**config.mk**
```make
export PLATFORM = sky130hd
export DESIGN_NAME = pipelined_calculator_flat
export DESIGN_NICKNAME = d
export VERILOG_FILES = /design/src/rtl/calc_pkg.sv /design/src/rtl/pipelined_calculator_if.sv /design/src/rtl/calc_alu.sv /design/src/rtl/pipelined_calculator.sv /design/src/flat_wrapper.sv
export SDC_FILE = /design/constraint.sdc
export NUM_CORES = 1
export LEC_CHECK = 0
export ABC_CLOCK_PERIOD_IN_PS = 10800
export BUFFER_PORTS_ARGS = -buffer_cell sky130_fd_sc_hd__buf_2
export CAP_MARGIN = 20
export CORE_UTILIZATION = 50
export DETAILED_ROUTE_END_ITERATION = 16
export HOLD_SLACK_MARGIN = 0.12
export PLACE_DENSITY_LB_ADDON = 0.1
export SLEW_MARGIN = 10
export SYNTH_ARGS = -nofsm -noshare
export SYNTH_HDL_FRONTEND = slang
export SYNTH_SLANG_ARGS = --single-unit
```
**constraint.sdc**
```tcl
create_clock -name Clk -period 10.8 [get_ports Clk]
set_clock_uncertainty 0.1 [all_clocks]
set_input_delay 0 -clock Clk [delete_from_list [all_inputs] [get_ports Clk]]
set_output_delay 0 -clock Clk [all_outputs]
set_load 0.01 [all_outputs]
```
**src/rtl/calc_pkg.sv**
```systemverilog
// Shared opcode map, flag bit positions and opcode classification for the
// pipelined register-file calculator.
package calc_pkg;

  localparam logic [3:0] OP_ADD = 4'b0000;
  localparam logic [3:0] OP_SUB = 4'b0001;
  localparam logic [3:0] OP_AND = 4'b0010;
  localparam logic [3:0] OP_OR  = 4'b0011;
  localparam logic [3:0] OP_NOT = 4'b0100;
  localparam logic [3:0] OP_XOR = 4'b0101;
  localparam logic [3:0] OP_NOR = 4'b0110;
  localparam logic [3:0] OP_SHL = 4'b0111;
  localparam logic [3:0] OP_SHR = 4'b1000;
  localparam logic [3:0] OP_ASR = 4'b1001;
  localparam logic [3:0] OP_ROL = 4'b1010;
  localparam logic [3:0] OP_ROR = 4'b1011;
  localparam logic [3:0] OP_EQ  = 4'b1100;
  localparam logic [3:0] OP_MUL = 4'b1101;
  localparam logic [3:0] OP_ADC = 4'b1110;
  localparam logic [3:0] OP_RSV = 4'b1111;

  // Bit positions inside the registered flag vector
  localparam int FLAG_C = 0;
  localparam int FLAG_Z = 1;
  localparam int FLAG_V = 2;
  localparam int FLAG_N = 3;

  // Opcodes that produce Carry and Overflow; all others leave them untouched
  function automatic logic is_arith(input logic [3:0] op);
    return (op == OP_ADD) || (op == OP_SUB) || (op == OP_ADC);
  endfunction

endpackage

```
**src/rtl/pipelined_calculator_if.sv**
```systemverilog
// Instruction/result bundle of the pipelined calculator. The master side
// issues instructions, the slave side (the calculator) returns results.
interface pipelined_calculator_if #(
  parameter int DATA_W  = 8,
  parameter int REG_NUM = 8
);
  localparam int ADDR_W = $clog2(REG_NUM);

  logic              InValid;
  logic              InReady;
  logic              WEN;
  logic [ADDR_W-1:0] RW;
  logic [ADDR_W-1:0] RX;
  logic [ADDR_W-1:0] RY;
  logic [DATA_W-1:0] DataIn;
  logic              Sel;
  logic [3:0]        Ctrl;
  logic              OutValid;
  logic [DATA_W-1:0] Result;
  logic              Carry;
  logic              Zero;
  logic              Overflow;

  modport master (
    output InValid, WEN, RW, RX, RY, DataIn, Sel, Ctrl,
    input  InReady, OutValid, Result, Carry, Zero, Overflow
  );

  modport slave (
    input  InValid, WEN, RW, RX, RY, DataIn, Sel, Ctrl,
    output InReady, OutValid, Result, Carry, Zero, Overflow
  );
endinterface

```
**src/rtl/calc_alu.sv**
```systemverilog
// Single-cycle combinational ALU covering every opcode except MUL.
// Produces the result plus carry-out and signed overflow for ADD/SUB/ADC.
module calc_alu
  import calc_pkg::*;
#(
  parameter int DATA_W = 8
) (
  input  logic [3:0]        op,
  input  logic [DATA_W-1:0] a,
  input  logic [DATA_W-1:0] b,
  input  logic              cin,
  output logic [DATA_W-1:0] res,
  output logic              cout,
  output logic              ovf
);
  localparam int SH = $clog2(DATA_W);

  logic signed [DATA_W-1:0] a_s;
  logic        [DATA_W:0]   sum;
  logic        [DATA_W-1:0] b_eff;
  logic                     cin_eff;

  assign a_s = a;

  // Opcode decode; SUB is folded into the adder as A + ~B + 1
  always_comb begin
    res     = '0;
    cout    = 1'b0;
    ovf     = 1'b0;
    b_eff   = b;
    cin_eff = 1'b0;
    sum     = '0;
    case (op)
      OP_ADD, OP_SUB, OP_ADC: begin
        b_eff   = (op == OP_SUB) ? ~b : b;
        cin_eff = (op == OP_SUB) ? 1'b1 : ((op == OP_ADC) ? cin : 1'b0);
        sum     = {1'b0, a} + {1'b0, b_eff} + {{DATA_W{1'b0}}, cin_eff};
        res     = sum[DATA_W-1:0];
        cout    = sum[DATA_W];
        ovf     = (a[DATA_W-1] == b_eff[DATA_W-1]) && (res[DATA_W-1] != a[DATA_W-1]);
      end
      OP_AND: res = a & b;
      OP_OR:  res = a | b;
      OP_NOT: res = ~a;
      OP_XOR: res = a ^ b;
      OP_NOR: res = ~(a | b);
      OP_SHL: res = b << a[SH-1:0];
      OP_SHR: res = b >> a[SH-1:0];
      OP_ASR: res = a_s >>> 1;
      OP_ROL: res = {a[DATA_W-2:0], a[DATA_W-1]};
      OP_ROR: res = {a[0], a[DATA_W-1:1]};
      OP_EQ:  res = {{(DATA_W-1){1'b0}}, (a == b)};
      default: res = '0;
    endcase
  end
endmodule

```
**src/rtl/pipelined_calculator.sv**
```systemverilog
// Register-file calculator with an operand-read stage feeding one execute
// stage (S1). Single-cycle ops complete one edge after acceptance; MUL
// iterates shift-add for DATA_W cycles in S1 and stalls the front end.
module pipelined_calculator
  import calc_pkg::*;
#(
  parameter int DATA_W  = 8,
  parameter int REG_NUM = 8
) (
  input  logic Clk,
  input  logic Rst,
  pipelined_calculator_if.slave bus
);
  localparam int ADDR_W = $clog2(REG_NUM);
  localparam int CNT_W  = $clog2(DATA_W);
  localparam logic [CNT_W-1:0] CNT_LAST = CNT_W'(DATA_W - 1);

  logic [DATA_W-1:0] rf [REG_NUM];

  logic              vld_p1;
  logic [3:0]        op_p1;
  logic [DATA_W-1:0] a_p1;
  logic [DATA_W-1:0] b_p1;
  logic              wen_p1;
  logic [ADDR_W-1:0] rw_p1;
  logic [CNT_W-1:0]  cnt_p1;
  logic [DATA_W-1:0] acc_p1;

  logic              vld_p2;
  logic [DATA_W-1:0] res_p2;
  logic [FLAG_N-1:0] flags_p2;

  logic              accept;
  logic              complete;
  logic              fwd_en;
  logic              is_mul_p1;
  logic [DATA_W-1:0] opa;
  logic [DATA_W-1:0] opb;
  logic [DATA_W-1:0] alu_res;
  logic              alu_c;
  logic              alu_v;
  logic [DATA_W-1:0] mul_sum;
  logic [DATA_W-1:0] exec_res;

  assign is_mul_p1   = (op_p1 == OP_MUL);
  assign bus.InReady = ~(vld_p1 & is_mul_p1 & (cnt_p1 != CNT_LAST));
  assign accept      = bus.InValid & bus.InReady;
  assign complete    = vld_p1 & (~is_mul_p1 | (cnt_p1 == CNT_LAST));
  assign fwd_en      = complete & wen_p1 & (rw_p1 != '0);

  // One partial product per cycle; the last step feeds completion directly
  assign mul_sum  = acc_p1 + (b_p1[cnt_p1] ? (a_p1 << cnt_p1) : '0);
  assign exec_res = is_mul_p1 ? mul_sum : alu_res;

  calc_alu #(.DATA_W(DATA_W)) u_alu (
    .op   (op_p1),
    .a    (a_p1),
    .b    (b_p1),
    .cin  (flags_p2[FLAG_C]),
    .res  (alu_res),
    .cout (alu_c),
    .ovf  (alu_v)
  );

  // ---- stage p0: operand read with forwarding of the completing result ----
  always_comb begin
    opb = rf[bus.RY];
    if (bus.RY == '0)
      opb = '0;
    else if (fwd_en && (bus.RY == rw_p1))
      opb = exec_res;

    opa = rf[bus.RX];
    if (bus.RX == '0)
      opa = '0;
    else if (fwd_en && (bus.RX == rw_p1))
      opa = exec_res;
    if (!bus.Sel)
      opa = bus.DataIn;
  end

  // ---- stage p1: execute-stage occupancy and MUL step counter ----
  always_ff @(posedge Clk or posedge Rst) begin
    if (Rst) begin
      vld_p1 <= 1'b0;
      cnt_p1 <= '0;
    end else if (accept) begin
      vld_p1 <= 1'b1;
      cnt_p1 <= '0;
    end else if (complete) begin
      vld_p1 <= 1'b0;
      cnt_p1 <= '0;
    end else if (vld_p1 && is_mul_p1) begin
      cnt_p1 <= cnt_p1 + 1'b1;
    end
  end

  // Execute-stage operands and MUL accumulator; qualified by vld_p1
  always_ff @(posedge Clk) begin
    if (accept) begin
      op_p1  <= bus.Ctrl;
      a_p1   <= opa;
      b_p1   <= opb;
      wen_p1 <= bus.WEN;
      rw_p1  <= bus.RW;
      acc_p1 <= '0;
    end else if (vld_p1 && is_mul_p1 && !complete) begin
      acc_p1 <= mul_sum;
    end
  end

  // ---- stage p2: writeback, result and flag registers ----
  always_ff @(posedge Clk or posedge Rst) begin
    if (Rst) begin
      for (int i = 0; i < REG_NUM; i++) rf[i] <= '0;
      vld_p2   <= 1'b0;
      res_p2   <= '0;
      flags_p2 <= '0;
    end else begin
      vld_p2 <= complete;
      if (complete) begin
        res_p2           <= exec_res;
        flags_p2[FLAG_Z] <= (exec_res == '0);
        if (is_arith(op_p1)) begin
          flags_p2[FLAG_C] <= alu_c;
          flags_p2[FLAG_V] <= alu_v;
        end
      end
      if (fwd_en)
        rf[rw_p1] <= exec_res;
    end
  end

  assign bus.OutValid = vld_p2;
  assign bus.Result   = res_p2;
  assign bus.Carry    = flags_p2[FLAG_C];
  assign bus.Zero     = flags_p2[FLAG_Z];
  assign bus.Overflow = flags_p2[FLAG_V];
endmodule

```
**src/flat_wrapper.sv**
```systemverilog
// flat-port wrapper written by rule: the top's interface ports become plain ports
module pipelined_calculator_flat import calc_pkg::*;
#(
  parameter int DATA_W  = 8,
  parameter int REG_NUM = 8
)
  (Clk, Rst, bus_InValid, bus_WEN, bus_RW, bus_RX, bus_RY, bus_DataIn, bus_Sel, bus_Ctrl, bus_InReady, bus_OutValid, bus_Result, bus_Carry, bus_Zero, bus_Overflow);
  pipelined_calculator_if #(.DATA_W(DATA_W), .REG_NUM(REG_NUM)) bus_i ();
  input  logic Clk;
  input  logic Rst;
  input wire logic [$bits(bus_i.InValid)-1:0] bus_InValid;
  input wire logic [$bits(bus_i.WEN)-1:0] bus_WEN;
  input wire logic [$bits(bus_i.RW)-1:0] bus_RW;
  input wire logic [$bits(bus_i.RX)-1:0] bus_RX;
  input wire logic [$bits(bus_i.RY)-1:0] bus_RY;
  input wire logic [$bits(bus_i.DataIn)-1:0] bus_DataIn;
  input wire logic [$bits(bus_i.Sel)-1:0] bus_Sel;
  input wire logic [$bits(bus_i.Ctrl)-1:0] bus_Ctrl;
  output wire logic [$bits(bus_i.InReady)-1:0] bus_InReady;
  output wire logic [$bits(bus_i.OutValid)-1:0] bus_OutValid;
  output wire logic [$bits(bus_i.Result)-1:0] bus_Result;
  output wire logic [$bits(bus_i.Carry)-1:0] bus_Carry;
  output wire logic [$bits(bus_i.Zero)-1:0] bus_Zero;
  output wire logic [$bits(bus_i.Overflow)-1:0] bus_Overflow;
  assign bus_i.InValid = bus_InValid;
  assign bus_i.WEN = bus_WEN;
  assign bus_i.RW = bus_RW;
  assign bus_i.RX = bus_RX;
  assign bus_i.RY = bus_RY;
  assign bus_i.DataIn = bus_DataIn;
  assign bus_i.Sel = bus_Sel;
  assign bus_i.Ctrl = bus_Ctrl;
  assign bus_InReady = bus_i.InReady;
  assign bus_OutValid = bus_i.OutValid;
  assign bus_Result = bus_i.Result;
  assign bus_Carry = bus_i.Carry;
  assign bus_Zero = bus_i.Zero;
  assign bus_Overflow = bus_i.Overflow;
  pipelined_calculator #(.DATA_W(DATA_W), .REG_NUM(REG_NUM)) u_core (.Clk(Clk), .Rst(Rst), .bus(bus_i));
endmodule
```
# After elaboration in Yosys (flattened, before gate mapping)
# Index checks and enable logic that the tools add are counted.
# Widths: inputs -> output; s select.
dict set report totals {
  regBits 112
  inputBits 26
  out_inout_bits 13
  elab_cells 117
}
dict set report op_classes {
  add_sub_neg 4
  order_cmp 5
  n_eq_ne 21
  shift 3
  n_mux 28
  bitwise_logic 18
  reduce_logical 18
}
# cell count
set op_table {}
lappend op_table {{$mux 8} 12}
lappend op_table {{$pmux 8 s12} 1}
lappend op_table {{$bwmux 64} 1}
lappend op_table {{$bmux 8 s3} 2}
lappend op_table {{$eq 4x4->1 const B} 7}
lappend op_table {{$demux 8 s3} 1}
lappend op_table {{$not 8->8} 3}
lappend op_table {{$eq 4x3->1 const B} 4}
lappend op_table {{$shl 8x3->8} 2}
lappend op_table {{$ge 4x4->1 const B} 3}
lappend op_table {{$not 3->4} 3}
lappend op_table {{$add 8x8->9} 1}
lappend op_table {{$add 9x1->9} 1}
lappend op_table {{$mux 3} 3}
lappend op_table {{$add 8x8->8} 1}
lappend op_table {{$and 8x8->8} 1}
lappend op_table {{$eq 4x2->1 const B} 2}
lappend op_table {{$eq 8x8->1} 1}
lappend op_table {{$logic_not 8->1} 1}
lappend op_table {{$or 8x8->8} 1}
lappend op_table {{$shr 8x3->8} 1}
lappend op_table {{$xor 8x8->8} 1}
lappend op_table {{$mux 1} 7}
lappend op_table {{$and 1x1->1} 6}
lappend op_table {{other kinds (21)} 31}

# Logic depth before layout (Yosys ltp)
dict set report logic_depth {
  depth_word 10
  mapped_depth 16
  ltp_nobuf 13
}

# Cells and area by module
# A second synthesis with hierarchy kept.
dict set report hier_totals {
  hier_cells 781
  hier_area_um2 7907.6
}
# mod n_inst cells_each area_each_um2 seq_area_each_um2
set modules_own_cells {}
lappend modules_own_cells {pipelined_calculator 1 537 6015.8 2882.8}
lappend modules_own_cells {calc_alu 1 244 1891.8 0.0}

# Worst setup path before layout
# OpenSTA, ideal clock, no wires.
dict set report synth_path {
  kind {reg2reg}
  start {reg u_core.op_p1[0]}
  end {reg u_core.a_p1[2] (data pin)}
  setup_ns 0.295
  arrival_time_ns 3.932
  t_required_ns 10.405
  slack_ns 6.473
  path_stages_with_launch 17
  path_buffers 4
  synth_period_minus_slack_ns 4.327
  path_cell_list {edfxtp_1 > buf_2 > buf_6 > nor2b_1 > nor3b_1 > buf_1 > xnor2_1 > fa_1 > fa_1 > xnor2_1 > a21oi_1 > or4_1 > a2111oi_2 > buf_2 > nand2_1 > o21ai_0 > o22ai_1}
}
dict set report synth_between {
  elab_chain_len 10
  word_cells_on_any_way 32
  classes_between {add/sub: 2; eq/ne: 14; mux: 8; bitwise: 5; reduce/logical: 3}
}
# element line_no
set synth_rtl {}
lappend synth_rtl {{start, declared} pipelined_calculator.sv:21} ;# logic [3:0] op_p1;
lappend synth_rtl {{start signal, assigned} pipelined_calculator.sv:101} ;# op_p1 <= bus.Ctrl;
lappend synth_rtl {{branches (longest 7 deep; another with $add 8x8->9)} --}
lappend synth_rtl {{$mux 8 *} pipelined_calculator.sv:76} ;# else if (fwd_en && (bus.RX == rw_p1))
lappend synth_rtl {{$mux 8 *} pipelined_calculator.sv:74} ;# if (bus.RX == '0)
lappend synth_rtl {{$mux 8 *} pipelined_calculator.sv:78} ;# if (!bus.Sel)
lappend synth_rtl {{via u_core.opa[2]} pipelined_calculator.sv:37} ;# logic [DATA_W-1:0] opa;
lappend synth_rtl {{end signal, assigned} pipelined_calculator.sv:102} ;# a_p1 <= opa;
lappend synth_rtl {{end, declared} pipelined_calculator.sv:22} ;# logic [DATA_W-1:0] a_p1;
# Mark *: on every way through the listed nets, which the timed path passes.
# A chain may end at the register's enable or synchronous reset.

# Worst setup path in the final report
dict set report layout_path {
  start {reg u_core.op_p1[1]}
  end {reg u_core.a_p1[6] (data pin)}
}
# Same word-level chain as after synthesis.

==> impl_summary.md <==
Synthesis
The adder and majority cell fraction of the synthesized area is approximately 6.0%. The top flip-flop cell by instance count after synthesis is sky130_fd_sc_hd__dfrtp_1. The synthesized netlist devotes roughly 18% of its cell area to compound gates. After synthesis, the largest family of logic cells by area is compound AO/OA/AOI/OAI gates. The total nets after synthesis is 854.

The distinct cell type count after synthesis is 81. The portion of synthesized area spent on multiplexers is 15.9%. The post-synthesis xor/xnor area fraction is just under 3%. The post-synthesis instance area is between 7000 and 8000 um^2. For this run, the number of Yosys warnings is 0. The sequential cell area fraction in the yosys report is between 30% and 40%. The synthesized area per cell is ~9.9 um^2. After technology mapping, the gate count stands at approximately 790. The post-synthesis async set-or-reset flop share is between 70% and 80%. In the post-synthesis netlist, the biggest area contributors are sky130_fd_sc_hd__dfrtp_1 (26%), sky130_fd_sc_hd__mux4_2 (10%), sky130_fd_sc_hd__edfxtp_1 (9.2%), sky130_fd_sc_hd__ha_1 (5.3%), sky130_fd_sc_hd__o21ai_0 (3.8%).

The register bit count reported by yosys is 112. The synthesized-area fraction occupied by and/or/nand/nor cells is approximately 15%. Yosys mapped a number of flops with a built-in enable equal to 24. Summed over its instances, the top area cell type makes up around a quarter of the synthesized netlist area. The synthesized design spends more area on one cell type than any other, namely sky130_fd_sc_hd__dfrtp_1.

Critical path
STA classifies the critical path endpoint as a flip-flop. The top fanout value on the critical path is 22. The critical path goes through nor2b_1, nor3b_1, buf_4, a41o_1, fa_1, fa_1, a211oi_1, o21ai_0, a21oi_1, xnor2_1, a221oi_2, a211o_1, o21ai_0, dlygate4sd3_1. The type of the worst setup path is reg -> reg. In this design, the stage delay of the slowest critical-path cell is approximately 0.87 ns. STA puts the critical path data arrival time at between 5 and 6 ns. The number of cells on the worst reg-to-reg path is 14. For this design, the slowest cell found on the critical path is sky130_fd_sc_hd__edfxtp_1. The worst setup path is launched from a flip-flop. For the worst setup path, the data required time is about 11 ns.

Clocking
Clock-pin slew was measured on the worst setup and hold paths at roughly 0.09 ns. The clock network latency to the later pin of the worst-skew pair is 0.36 ns. The master cell of the clock root buffer is sky130_fd_sc_hd__clkbuf_16. TritonCTS built the clock tree. The number of clock buffers added by TritonCTS is 9. The worst-case clock buffer depth is 2.

The H-tree was split into 3 levels. For this design, the sink count on the clock tree is 112.

Detailed routing
The number of search-and-repair iterations in the first detailed-routing pass is 5. After the first detailed-routing iteration, the DRC count stood at roughly 460. The total wirelength of the detailed-routed design is about 23 mm. After detailed routing, the number of vias per cell comes to 6.20. In the final routed layout, each cell accounts on average for around 22 um.

In the routed design, unresolved DRC markers number 0. The number of vias after detailed routing is between 6000 and 7000. Once detail routing completed, the nets flagged for antenna violations numbered 0.

Placed design
The placer's final routability congestion estimate is just over 0.9. The placed wire-length estimate is 16.0 mm. Port buffering added 38 buffers.

Pwr
The proportion of power drawn by flip-flops and latches is a little over two fifths. The total net switching power is between 400 and 500 uW. The power per standard cell area is around 160 nW/um^2. IR analysis of the VDD net gives a maximum drop of 0.110 mV.

The clock group share of total power is about a quarter. The share of total power dissipated in combinational logic is 31.8%. The switching power share of the total is 35.0%. For this design the static power due to leakage is about 0.0037 uW. Cell internal power was estimated by the tool at around 900 uW.

Global route
Entering global routing, the biggest net connects 81 pins. The initial antenna violation count is 0. The wire length of the first global-routing pass is 36.0 mm. The remaining global-route overflow is 0. Global routing used ~30% of the available tracks. The number of global-route vias before repair came to between 6000 and 7000.

Floorplanning
Row generation in the floorplan step produced 45 rows. The starting utilization of the core area is 51.4%. The total die area is 16200 um^2.

The die is around 130 um tall. The core area is roughly 15000 um^2. The total I/O pin count is 39. The horizontal die dimension is approximately 130 um.

Finish
The fraction of layout instances using a drive strength above 1 is roughly 17%. The leading cell type in the layout, fill and taps excluded is sky130_fd_sc_hd__dfrtp_1. The top cell types in the final layout, fill and taps aside, are sky130_fd_sc_hd__dfrtp_1 (80), sky130_fd_sc_hd__nand2_1 (67), sky130_fd_sc_hd__nor2_1 (66), sky130_fd_sc_hd__o21ai_0 (59), sky130_fd_sc_hd__a21oi_1 (56). The number of antenna diodes in the final layout is 0. The fraction of the core area covered by cells at the end of the flow is about 57%.

From synthesis to final layout, the design area changed by 11.7%. The final-stage net count is between 800 and 900.

Timing
The worst-margin pin slew is approximately 1 ns. The final setup violation count is 0. The final hold violation count came to 0. Adding up every negative setup slack in the final design gives 0 ns. Setup repair after global routing left no endpoint under its margin. After layout, the minimum clock period comes to slightly above 5 ns.

The remaining max-slew budget at the tightest pin is roughly a third. The number of pins exceeding their max-slew limit in the final report is 0. After layout, the worst path uses between 40 and 50% of the clock period. Based on the critical path, the design can be clocked at up to 0.193 GHz.

Run status
The run finished with clean final reports.

Min path
The worst hold path belongs to the class in -> async.

Flow run
The tool flagged a number of max-cap violations equal to 0.
-- worst max-delay path, delay by kind of cell, from the launching register on --
family	cells	cell delay, ns
compound gates	7	1.83
fa+ha+maj	2	0.91
flops	1	0.87
buf+inv	2	0.74
simple gates	2	0.36
xor+xnor	1	0.11
-- synthesized netlist by cell type, types with 8 or more instances --
cell / number
sky130_fd_sc_hd__a211oi_1: 16
sky130_fd_sc_hd__a21oi_1: 56
sky130_fd_sc_hd__buf_2: 20
sky130_fd_sc_hd__clkbuf_1: 34
sky130_fd_sc_hd__dfrtp_1: 80
sky130_fd_sc_hd__dfxtp_1: 8
sky130_fd_sc_hd__edfxtp_1: 24
sky130_fd_sc_hd__ha_1: 33
sky130_fd_sc_hd__inv_1: 34
sky130_fd_sc_hd__mux2_2: 10
sky130_fd_sc_hd__mux2i_1: 20
sky130_fd_sc_hd__mux4_2: 35
sky130_fd_sc_hd__nand2_1: 67
sky130_fd_sc_hd__nand2b_1: 14
sky130_fd_sc_hd__nand3b_1: 9
sky130_fd_sc_hd__nor2_1: 66
sky130_fd_sc_hd__nor2b_1: 15
sky130_fd_sc_hd__nor3_1: 14
sky130_fd_sc_hd__o21ai_0: 59
sky130_fd_sc_hd__o22ai_1: 9
sky130_fd_sc_hd__xnor2_1: 16
sky130_fd_sc_hd__xor2_1: 8
-- stage by stage --
stage / instances / worst slack [ns] / cell area (um^2) / hold WS, ns / power (uW)
global route: 1038 / 5.26 / 8770 / 0.146 / 1450
finish: 1038 / 5.63 / 8770 / 0.105 / 1370
global placement: 988 / 5.81 / 8120 / 0.0759 / 1000
detailed placement: 991 / 5.63 / 8140 / 0.0787 / 1020
CTS: 1033 / 5.21 / 8700 / 0.241 / 1370
floorplan: 792 / 6.47 / 7850 / -0.00113 / 889
-- cell type report --
cell class	count	area (um^2)
clock inverter	7	75.1
fill	1305	6490
clock buffer	9	225
sequential	112	2880
inverter	35	133
timing repair buffer	84	631
tap	211	264
multi-input combinational	580	4560
-- repair_timing --
action	CTS	global route
hold buffers	26	0
gates resized for setup	0	0
buffers inserted	0	0
hold endpoints to repair	108	0
-- cell families (layout without fill, tap and decap cells) --
logic type | Yosys count | count (layout)
fa+ha+maj | 36 | 36
buf+inv | 100 | 135
xor+xnor | 25 | 25
mux | 71 | 71
flops | 112 | 112
compound gates | 212 | 212
simple gates | 236 | 236
-- metal layers --
metal	wire (um)	vias up	track usage [%]
met1	9700	3235	38.1
met3	955	40	2.85
met4	633	0	11.4
met2	11500	181	51.8
met5	0	-	0
li1	-	2980	-
-- power groups by stage --
| stage | combinational (uW) | clock (uW) | sequential (uW) |
|---|---|---|---|
| 2_1_floorplan | 316 | 0 | 572 |
| 3_3_place_gp | 410 | 0 | 593 |
| 3_5_place_dp | 418 | 0 | 601 |
| 4_1_cts | 431 | 345 | 591 |
| 5_1_grt | 480 | 362 | 603 |
| 6_report | 435 | 339 | 594 |
-- path summary, 6_finish.rpt --
path                                      start              end  slack [ns]
worst max-delay path            u_core.op_p1[1]   u_core.a_p1[6]        5.63
worst min-delay path                        Rst    u_core.rf[45]        0.11
min in group Clk                    bus_Ctrl[3]  u_core.op_p1[3]        0.25
max in group asynchronous                   Rst    u_core.rf[57]        9.88
worst max register to register  u_core.op_p1[1]   u_core.a_p1[6]        5.63
worst min register to register    u_core.rf[59]    u_core.rf[59]        0.30
-- flip-flops by register name, summed over array words and instances, names as in the netlist, 3 cells and up --
name,count
u_core.rf,64
u_core.op_p1,4
u_core.b_p1,8
u_core.a_p1,8
u_core.bus.Result,8
u_core.flags_p2,3
u_core.acc_p1,8
u_core.rw_p1,3
u_core.cnt_p1,3
(Power assumes the default switching activity.)
